## src/rtl/cpu_ctrl.sv

```systemverilog
// cpu_ctrl: multi-cycle instruction sequencer in front of the 16-bit accumulator ALU.
// Fetches over a req/ack memory port, owns acc/operand/pc, executes store, jump and halt.
// Optional build macro CPU_CTRL_STEP_EN adds the stepGo port and a PAUSE state that
// holds the core between instructions until stepGo is seen high.
//
// state   | meaning
// FETCH   | read mem[pc] into the instruction register, pc advances on completion
// DECODE  | dispatch on the opcode
// OPERAND | read mem[addr] into the operand register (ADD/LOAD)
// EXECUTE | drive aluCode; acc takes aluRes, or negFlag takes aluNeg for TEST
// STORE   | write acc to mem[addr]
// BRANCH  | JMP, or JN when negFlag is set
// HALT    | terminal until reset
// PAUSE   | single-step hold, only with CPU_CTRL_STEP_EN
module cpu_ctrl #(
  parameter int                ADDR_W   = 12,
  parameter logic [ADDR_W-1:0] RESET_PC = '0
) (
  input  logic              clk,
  input  logic              rst,
  output logic              memReq,
  output logic              memWe,
  output logic [ADDR_W-1:0] memAddr,
  output logic [15:0]       memWData,
  input  logic [15:0]       memRData,
  input  logic              memRdy,
  output logic [3:0]        aluCode,
  output logic [15:0]       aluA,
  output logic [15:0]       aluB,
  input  logic [15:0]       aluRes,
  input  logic              aluNeg,
  output logic [ADDR_W-1:0] pc,
  output logic              halted
`ifdef CPU_CTRL_STEP_EN
  ,
  input  logic              stepGo
`endif
);

  localparam logic [3:0] OP_ADD   = 4'b0100;
  localparam logic [3:0] OP_LOAD  = 4'b0110;
  localparam logic [3:0] OP_TEST  = 4'b0111;
  localparam logic [3:0] OP_STORE = 4'b1000;
  localparam logic [3:0] OP_JMP   = 4'b1001;
  localparam logic [3:0] OP_JN    = 4'b1010;
  localparam logic [3:0] OP_HALT  = 4'b1111;
  localparam logic [3:0] ALU_PASS = 4'b0101;

  typedef enum logic [2:0] {
    S_FETCH   = 3'd0,
    S_DECODE  = 3'd1,
    S_OPERAND = 3'd2,
    S_EXECUTE = 3'd3,
    S_STORE   = 3'd4,
    S_BRANCH  = 3'd5,
    S_HALT    = 3'd6
`ifdef CPU_CTRL_STEP_EN
    ,
    S_PAUSE   = 3'd7
`endif
  } state_t;

  // Where every completed instruction goes next.
`ifdef CPU_CTRL_STEP_EN
  localparam state_t S_DONE = S_PAUSE;
`else
  localparam state_t S_DONE = S_FETCH;
`endif

  state_t              state_q, state_d;
  logic [15:0]         ir_q;
  logic [15:0]         acc_q;
  logic [15:0]         opnd_q;
  logic                neg_q;
  logic [ADDR_W-1:0]   pc_q, pc_d;
  logic                xfer_done;
  logic                req_d, we_d;
  logic [ADDR_W-1:0]   addr_d;
  logic [15:0]         wdata_d;
  logic [3:0]          opcode;
  logic [ADDR_W-1:0]   ir_addr;

  assign opcode    = ir_q[15:12];
  assign ir_addr   = ADDR_W'(ir_q[11:0]);
  // memRdy only counts while a request is actually outstanding.
  assign xfer_done = memReq & memRdy;

  assign aluA    = acc_q;
  assign aluB    = opnd_q;
  assign pc      = pc_q;
  assign halted  = (state_q == S_HALT);
  // PASS A outside EXECUTE keeps the ALU flag quiet.
  assign aluCode = (state_q == S_EXECUTE) ? opcode : ALU_PASS;

  // State register.
  always_ff @(posedge clk or posedge rst) begin
    if (rst) state_q <= S_FETCH;
    else     state_q <= state_d;
  end

  // Next state, next pc and next values of the registered memory port.
  always_comb begin
    state_d = state_q;
    pc_d    = pc_q;
    case (state_q)
      S_FETCH: begin
        if (xfer_done) begin
          state_d = S_DECODE;
          pc_d    = pc_q + ADDR_W'(1);
        end
      end
      S_DECODE: begin
        case (opcode)
          OP_ADD, OP_LOAD:                       state_d = S_OPERAND;
          4'b0000, 4'b0001, 4'b0010, 4'b0011,
          4'b0101, OP_TEST:                      state_d = S_EXECUTE;
          OP_STORE:                              state_d = S_STORE;
          OP_JMP, OP_JN:                         state_d = S_BRANCH;
          OP_HALT:                               state_d = S_HALT;
          default:                               state_d = S_DONE;
        endcase
      end
      S_OPERAND: if (xfer_done) state_d = S_EXECUTE;
      S_EXECUTE: state_d = S_DONE;
      S_STORE:   if (xfer_done) state_d = S_DONE;
      S_BRANCH: begin
        if (opcode == OP_JMP || neg_q) pc_d = ir_addr;
        state_d = S_DONE;
      end
      S_HALT:    state_d = S_HALT;
`ifdef CPU_CTRL_STEP_EN
      S_PAUSE:   if (stepGo) state_d = S_FETCH;
`endif
      default:   state_d = S_FETCH;
    endcase

    // A completed transfer always forces one idle cycle on memReq,
    // even when the next state issues a new request (STORE -> FETCH).
    req_d   = ((state_d == S_FETCH) || (state_d == S_OPERAND) || (state_d == S_STORE))
              && !xfer_done;
    addr_d  = memAddr;
    if (req_d) addr_d = (state_d == S_FETCH) ? pc_d : ir_addr;
    we_d    = req_d && (state_d == S_STORE);
    wdata_d = we_d ? acc_q : memWData;
  end

  // Registered memory port; held stable for the whole transfer.
  always_ff @(posedge clk or posedge rst) begin
    if (rst) begin
      memReq   <= 1'b0;
      memWe    <= 1'b0;
      memAddr  <= RESET_PC;
      memWData <= 16'h0000;
    end else begin
      memReq   <= req_d;
      memWe    <= we_d;
      memAddr  <= addr_d;
      memWData <= wdata_d;
    end
  end

  // Datapath registers: instruction, operand, accumulator, flag and pc.
  always_ff @(posedge clk or posedge rst) begin
    if (rst) begin
      ir_q   <= 16'h0000;
      opnd_q <= 16'h0000;
      acc_q  <= 16'h0000;
      neg_q  <= 1'b0;
      pc_q   <= RESET_PC;
    end else begin
      pc_q <= pc_d;
      if (state_q == S_FETCH && xfer_done)   ir_q   <= memRData;
      if (state_q == S_OPERAND && xfer_done) opnd_q <= memRData;
      if (state_q == S_EXECUTE) begin
        if (opcode == OP_TEST) neg_q <= aluNeg;
        else                   acc_q <= aluRes;
      end
    end
  end

endmodule
```

## config.mk

```make
export PLATFORM = sky130hd
export DESIGN_NAME = cpu_ctrl
export DESIGN_NICKNAME = d
export VERILOG_FILES = /design/src/rtl/cpu_ctrl.sv
export SDC_FILE = /design/constraint.sdc
export NUM_CORES = 1
export LEC_CHECK = 0
export ABC_AREA = 1
export CORE_ASPECT_RATIO = 1.2
export CORE_MARGIN = 2
export CORE_UTILIZATION = 49
export CTS_CLUSTER_DIAMETER = 50
export DETAILED_ROUTE_END_ITERATION = 12
export PLACE_DENSITY = 0.81
export REMOVE_ABC_BUFFERS = 1
export SYNTH_ARGS = -nofsm -noshare
export SYNTH_HDL_FRONTEND = slang
export SYNTH_SLANG_ARGS = --single-unit
```

## constraint.sdc

```tcl
create_clock -name clk -period 3.4 [get_ports clk]
set_input_delay 0.68 -clock clk [delete_from_list [all_inputs] [get_ports clk]]
set_output_delay 0.68 -clock clk [all_outputs]
set_load 0.02 [all_outputs]
```

==> metrics.cfg <==
[setup_path]
r2r-end = memWData[3]
cp-end-kind = output pin
start_kind = flop
r2r_start = ir_q[12]
path_max_fanout = 6
required_ps = 2720
crit_start = state_q[0]
slowest_stage = clkdlybuf4s50_1
slowest_delay_ps = 620
crit_type = reg2out
rr_worst_depth = 8
r2r_setup_slack_ps = 1210
cp.arrival_ps = 2040
path_cells = inv_2, nor3_2, inv_1, nor2_1, clkdlybuf4s50_1

[timing]
finalClockSkew_ps = 8.78
tightest_slew_ps = 960
period_needed_ps = 2720
rsz0062_at_grt = no
setup-tns-final_ps = 0
setup_viol = 0
hold_violations = 0
period_share_pct = 79.9
clock.fmax_mhz = 368
relSlewSlack_pct = 35.9
drv_slew = 0

[logic_synthesis]
synthFlopType = dfrtp_1
yosys_warnings = 0
ys_seq_elements = 94
synth-edff-count = 0
yosysTopAreaCellShare_pct = 54.3
synth_common_cells = nand2_1, dfrtp_1, inv_1
syn_area_mm2 = 0.00433
async_reset_ff_share_pct = 100
seq_area_frac_synth_pct = 54.3
synth_cell_type_count = 28
netlist_instances = 511
synth_top_area_cell = dfrtp_1
syn_area_per_cell_um2 = 8.47
ys_top_cells_by_area = dfrtp_1, nand2_1, inv_1
synth.most_common_cell = nand2_1

[floorplanning]
io_pins = 115
die_area_mm2 = 0.00961
initial_core_util_pct = 50.6
die_w_um = 89.8
rows = 37
coreArea_mm2 = 0.00856
die_h_um = 107

[clock_tree]
cts_buffer_depth = 2
clock-root-buffer = clkbuf_8
numCtsBuffers = 9
htree_levels = 3
ctsHoldBuffers = 0
cts_tree = yes
cts_setup_buffers = 0
worst_skew_pair.late_latency_ps = 360
path_clk_slew_ps = 80
cts_resized = 0
cts_num_sinks = 94

[worst_hold_path]
hp-class = reg2reg
whs_endpoint = memWData[12]
min_path_cells = 2
min_from = memWData[12]

[placement]
io_buffers = 114
hpwl_um = 7660
gp_congestion = 0.972

[finish]
insertedDiodeCount = 0
seqCellArea_mm2 = 0.00235
multiInputGateArea_mm2 = 0.00167
syn_to_final_growth_pct = 34.2
fin_nets = 666
fillCellCount = 711
drive_above_1_share_pct = 8.73

[grt]
grt_max_degree = 43
grt_overflow = 0
gr-usage-met3_pct = 7.45
globalRouteMet2Util_pct = 37.6
antenna_found_initial = 0
grt_busiest_layer = met2
met1_usage_pct = 27.7
grt_pass1_vias = 3812
grtUsageTotal_pct = 22.8
grt_pass1_wl_um = 17500

[run]
max_cap_viol_count = 0

[drt]
via_per_inst = 5.14
firstDrtPassIters = 5
ant_nets = 0
routed_wl_um = 10700
wl_per_cell_um = 14.4
drc_errors = 0
drt_iter0_markers = 177
vias = 3837

[power_and_ir_drop]
max-vdd-ir-drop_uv = 523
power.density_mw_per_mm2 = 1060
total_power_mw = 6.19
leakage_nw = 2.76

[outcome]
outcome = complete, no violations

==> area by class of cell <==
type / count / share of cell area (%)
Sequential cell: 94 / 40.5
Inverter: 62 / 4.07
Clock inverter: 4 / 1.64
Clock buffer: 11 / 2.43
Multi-Input combinational cell: 341 / 28.7
Tap cell: 117 / 2.52
Timing Repair Buffer: 118 / 20.2
==> cell families after synthesis <==
logic type | share of synthesized area (%)
flops | 54.3
buf+inv | 7.19
compound gates | 10.1
mux | 3.90
simple gates | 23.3
fa+ha+maj | 1.16
==> power breakdown <==
part	total (mW)	internal, mW	leakage, nW	switching [mW]
combinational	3.26	1.34	1.50	1.92
sequential	2.05	1.66	1.14	0.384
clock	0.882	0.504	0.119	0.378
total	6.19	3.50	2.76	2.68
==> per-layer routing <==
layer | routed length, um | up-vias | part of all wire, %
met5 | 0 | - | 0
met4 | 221 | 0 | 2.1
met3 | 1060 | 17 | 9.8
met2 | 5050 | 168 | 47
met1 | 4410 | 1803 | 41
li1 | - | 1849 | -
==> flip-flops by register name, indices dropped and copies added (netlist names), 3 cells and up <==
name and flops:
memAddr 12, pc 12, ir_q 16, memWData 16
state_q 3, aluA 16, aluB 16
==> through the flow <==
stage          utilization (%)  cells  hold slack [ps]  worst slack (ps)  instance area [um^2]
5_1_grt                   67.8    747              522               570                  5810
3_3_place_gp              65.1    732              468               835                  5570
2_1_floorplan                -    497              475               271                  4250
3_5_place_dp              65.1    732              476               713                  5570
6_report                  67.8    747              493               682                  5810
4_1_cts                   67.8    747              497               697                  5810
==> critical path: cells and delay by family (launching register included) <==
family                 cells  cell delay, ps
DFF                        1             490
buffers and inverters      3             820
and+or+nand+nor            2             380
==> layout by cell type, fill, tap and decap left out, drive strengths merged <==
cell / netlist / layout
o21ai: 51 / 51
nand2: 139 / 139
inv: 61 / 61
dfrtp: 94 / 94
nor2: 58 / 58
nand3: 31 / 31
buf: 8 / 4
o21bai: 1 / 1
clkdlybuf4s50: 0 / 114
a21oi: 34 / 34
nand4: 3 / 3
bufinv: 0 / 3
ha: 4 / 4
clkinv: 1 / 2
nor3: 2 / 2
mux2: 15 / 15
or2: 2 / 2
clkbuf: 6 / 11
nand3b: 1 / 1
==> how the worst max path moves through the flow <==
| stage | depth (start not counted) | endpoint | slack (ps) |
|---|---|---|---|
| final | 5 | aluCode[1] | 680 |
| after global placement | 10 | memAddr[5] | 840 |
| after CTS | 5 | aluCode[1] | 700 |
| after floorplan | 1 | aluA[0] | 270 |
| after detailed placement | 8 | memWData[3] | 710 |
| after global routing | 5 | aluCode[1] | 570 |
(Power assumes the default switching activity.)
